==> src/rtl/stochastic_computing_sng.sv <==
// Stochastic-computing bitstream generator: compares an external LFSR value against a captured
// numerator for a programmed number of cycles. Define STOCHASTIC_COMPUTING_SNG_ONES_COUNT_EN to build the ones counter.
module stochastic_computing_sng #(
  parameter int unsigned     SIZE = 8,
  parameter logic [SIZE-1:0] SEED = SIZE'(1)
) (
  input  logic            i_clk,
  input  logic            i_rst,
  input  logic            i_valid,
  output logic            o_ready,
  input  logic [SIZE-1:0] i_value,
  input  logic [SIZE-1:0] i_len,
  input  logic            i_stop,
  input  logic [SIZE-1:0] i_rand,
  output logic            o_lfsr_en,
  output logic            o_lfsr_set,
  output logic [SIZE-1:0] o_lfsr_setval,
  output logic            o_bit,
  output logic            o_bit_valid,
  output logic            o_done,
  output logic [SIZE-1:0] o_ones
);

  typedef enum logic [1:0] {
    ST_IDLE,
    ST_SEED,
    ST_RUN,
    ST_DONE
  } state_t;

  state_t          state_q;
  logic [SIZE-1:0] cnt_q;
  logic [SIZE-1:0] value_q;
  logic            accept;
  logic            run;
  logic            bit_w;

  assign accept = i_valid && (state_q == ST_IDLE);
  assign run    = (state_q == ST_RUN);
  assign bit_w  = run && (value_q != '0) && (i_rand <= value_q);

`ifdef STOCHASTIC_COMPUTING_SNG_ONES_COUNT_EN
  logic [SIZE-1:0] ones_q;
  assign o_ones = ones_q;
`else
  assign o_ones = '0;
`endif

  always_ff @(posedge i_clk) begin
    if (!i_rst) begin
      state_q <= ST_IDLE;
      cnt_q   <= '0;
      value_q <= '0;
`ifdef STOCHASTIC_COMPUTING_SNG_ONES_COUNT_EN
      ones_q  <= '0;
`endif
    end else begin
      case (state_q)
        ST_IDLE: begin
          if (accept) begin
            state_q <= ST_SEED;
            value_q <= i_value;
            // A zero length selects the full LFSR period.
            cnt_q   <= (i_len == '0) ? '1 : i_len;
`ifdef STOCHASTIC_COMPUTING_SNG_ONES_COUNT_EN
            ones_q  <= '0;
`endif
          end
        end
        ST_SEED: state_q <= ST_RUN;
        ST_RUN: begin
          cnt_q <= cnt_q - 1'b1;
`ifdef STOCHASTIC_COMPUTING_SNG_ONES_COUNT_EN
          if (bit_w) ones_q <= ones_q + 1'b1;
`endif
          if ((cnt_q == SIZE'(1)) || i_stop) state_q <= ST_DONE;
        end
        ST_DONE: state_q <= ST_IDLE;
        default: state_q <= ST_IDLE;
      endcase
    end
  end

  always_comb begin
    o_ready       = (state_q == ST_IDLE);
    o_lfsr_set    = (state_q == ST_SEED);
    o_lfsr_en     = (state_q == ST_SEED) || run;
    o_lfsr_setval = SEED;
    o_bit_valid   = run;
    o_bit         = bit_w;
    o_done        = (state_q == ST_DONE);
  end

endmodule

==> config.mk <==
export PLATFORM = sky130hd
export DESIGN_NAME = stochastic_computing_sng
export DESIGN_NICKNAME = d
export VERILOG_FILES = /design/src/rtl/stochastic_computing_sng.sv
export SDC_FILE = /design/constraint.sdc
export NUM_CORES = 1
export LEC_CHECK = 0
export CORE_AREA = 2 2 58 60
export CTS_CLUSTER_DIAMETER = 30
export DETAILED_ROUTE_END_ITERATION = 8
export DIE_AREA = 0 0 60 62
export GPL_ROUTABILITY_DRIVEN = 0
export HOLD_SLACK_MARGIN = 0.06
export PLACE_DENSITY = 0.78
export SYNTH_ARGS = -nofsm -noshare
export SYNTH_HDL_FRONTEND = slang
export SYNTH_SLANG_ARGS = --single-unit
export TNS_END_PERCENT = 1
==> constraint.sdc <==
create_clock -name i_clk -period 2 [get_ports i_clk]
set_clock_uncertainty 0.2 [all_clocks]
set_input_delay 0.4 -clock i_clk [delete_from_list [all_inputs] [get_ports i_clk]]
set_output_delay 0.4 -clock i_clk [all_outputs]
set_load 0.02 [all_outputs]
==> results of run 1 <==
## worst max-delay path: cells and delay by family (launching register included)
kind	cells	cell delay [ns]
and+or+nand+nor	1	0.20
AOI/OAI and AO/OA	3	0.48
adders and majority gates	1	0.20
buffers and inverters	2	0.22
DFF	1	0.36
## sequential cells by signal, indices dropped and copies added (netlist names)
name / cells
cnt_q: 8
value_q: 8
state_q: 2
## cells in the final DEF, fill, tap and decap left out, drive strengths merged, types with 3 or more instances in the layout
cell and instances:
clkdlybuf4s50 19, nor2 9, ha 14, o221ai 3, nand2 24, nand3 5
clkbuf 5, o21ai 5, nand4 3, mux2i 3, conb 16, nor4 5
inv 12, buf 34, a21o 3, dfxtp 18, a21oi 6, o211ai 3
a21boi 8, dlygate4sd2 9
## stage by stage
step / hold slack (ns) / instance area, um^2 / TNS, ns
floorplan: 0.251 / 1420 / -0.122
global placement: 0.266 / 1920 / -2.30
detailed placement: 0.275 / 1920 / -2.48
CTS: 0.290 / 1950 / -0.380
global route: 0.330 / 1950 / -0.548
finish: 0.301 / 1950 / -0.371
## final cells by class
class	count	share of cell area
Tap cell	46	0.0295
Clock buffer	4	0.0186
Timing Repair Buffer	65	0.280
Inverter	13	0.0250
Sequential cell	18	0.187
Multi-Input combinational cell	128	0.460
## worst max path at each step
| stage | startpoint | to | slack (ns) | cells past startpoint |
|---|---|---|---|---|
| after global placement | i_rand[2] | o_bit | -1.09 | 7 |
| after CTS | value_q[1] | o_bit | -0.38 | 7 |
| final | value_q[1] | o_bit | -0.37 | 7 |
| after global routing | value_q[1] | o_bit | -0.53 | 7 |
| after detailed placement | i_rand[2] | o_bit | -1.13 | 7 |
| after floorplan | i_rand[2] | o_bit | -0.12 | 5 |
## kinds of logic (layout without fill, tap and decap cells)
group | Yosys count | in the layout | synth area share
buf+inv | 33 | 82 | 0.140
other cells | 2 | 16 | 0.00568
mux | 4 | 4 | 0.0313
fa+ha+maj | 14 | 14 | 0.133
flops | 18 | 18 | 0.273
simple gates | 55 | 55 | 0.200
compound gates | 39 | 39 | 0.218
## power by group
part	internal, mW	switching, mW
registers	0.486	0.104
clock network	0.111	0.120
logic	0.708	0.762
## repair_timing
item	CTS	global route
endpoints found under the setup margin	7	6
buffers inserted	0	0
hold buffers	0	0
pin swaps	14	0
resized for setup	27	5
## synth_stat cells, types with 3 or more instances
master | instances | area (um^2)
a21boi_0 | 8 | 60.1
a21o_1 | 3 | 22.5
a21oi_1 | 6 | 30.0
buf_4 | 16 | 120
clkbuf_1 | 3 | 11.3
dfxtp_1 | 18 | 360
ha_1 | 14 | 175
inv_1 | 12 | 45.0
mux2i_1 | 3 | 30.0
nand2_1 | 24 | 90.1
nand3_1 | 5 | 25.0
nand4_1 | 3 | 18.8
nor2_1 | 9 | 33.8
nor4_1 | 5 | 31.3
o21ai_0 | 3 | 15.0
o221ai_1 | 3 | 26.3
## metal layers
layer | track usage | part of all wire
met1 | 0.208 | 0.45
met2 | 0.320 | 0.48
met3 | 0.0290 | 0.062
met4 | 0.0857 | 0.012
met5 | 0 | 0
==> impl_results.md, run 1 <==
- Depth of the worst hold-timing path: 2
- 1st-iter DRT viols: 40
- Detailed Place HPWL: approximately 2.4 mm
- CTS H-tree lvls: 1
- Num CTS Buffers: 3
- Unrepaired setup endpoints after global routing: yes
- Vias: between 1,000 and 1,500
- Critical path capture point type: output port
- CP cell instances: inv_2 > ha_4 > and4b_1 > a211oi_2 > o211ai_1 > a221oi_2 > buf_4
- Root Buffer: clkbuf_4
- Main synth FF type: dfxtp_1
- TritonRoute pass-1 iters: 4
- Worst Path Required: about 1.4 ns
- FF+latch area: 364 um^2
- Clock Tree Buf Depth: 2
- Nets: 271
- Library cells used by synthesis: 40
- Slowest cell on crit path: dfxtp_2
- # DRC: 0
- Largest net degree at the start of global routing: 16
- Max-cap violations: 0
- FF-to-FF Start: state_q[0]
- Wire length per cell: ~11 um
- Fraction of registers with async set/reset: 0
- Syn Inst Count: about 170
- Area grow syn2layout: 47.5%
- Pre-CTS setup slack: -1.13 ns
- Final wirelength: 3.13 mm
- Fmax: approximately 0.42 GHz
- FP Rows: 21
- I/O Buffers: 33
- Die area: around 3700 um^2
- Register area share after synthesis: 0.273
- Num Clock Sinks: 18
- Crit Path Class: reg2out
- CTS tree: done
- R2r endpoint: cnt_q[0]
- Boundary Pins: 50
- Status: complete, but fails checks
- Area of the multi-input gates: 896 um^2
- Fill cells: ~290
- Beginning of the worst hold path: cnt_q[1]
- Failing checks: negative setup slack
- Die H: around 62 um
- Placed cell count: 270
- Number of global-route vias before repair: about 1,200
- Reg clk slew, reported paths: ~0.12 ns
- First-pass GRT wire length: between 4 and 5 mm
- Maximum vdd ir drop: approximately 0.69 mV
- Synth warn: 0
- Layout cell share with drive strength beyond 1: 0.241
- Post-route ant nets: 0
- Die W: around 60 um
- Final min period: between 2 and 2.5 ns
- Reg2reg path depth: 7
- Non-Filler Instances: 274
- Initial antenna violation count: 0
- Pwr Total: about 2.3 mW
- Fin crit share: 1.19
- Vias per inst: roughly 4.9
- Leakage: about 0.86 nW
- CP startpoint kind: flip-flop
- Final setup margin: -0.371 ns
- WHS Endpoint: cnt_q[1]
- Final Util: 0.613
- Synthesized flop and latch total: 18
- Crit Path Max Fanout: 2
- CP Data Arrival Time: ~1.8 ns
- Synthesized area: approximately 1300 um^2
- Largest stage delay, worst path: approximately 0.36 ns
- Worst reg2reg setup slack: approximately 0.15 ns
- Final Setup Violations: 1
- Core footprint: between 3000 and 4000 um^2
- GR Overflow Total: 0
- Overall global routing resource usage: 0.179
- Syn Area/Cell: ~8.0 um^2
- Min-delay worst type: reg2reg
- Initial Util: 0.416
- Antenna cell count: 0
- PwrDens: about 1200 nW/um^2
- Clk_lat worst skew: 0.30 ns
- Final hold vios: 0
- Post-synth EDFFs: 0
- Max-slew violation count: 0
Power figures use the tool's default switching activity.
==> run 2: changes to the inputs <==
- SLEW_MARGIN: default -> 10
==> results of run 2 <==
Final layout, timing and power as in run 1 (identical DEF).
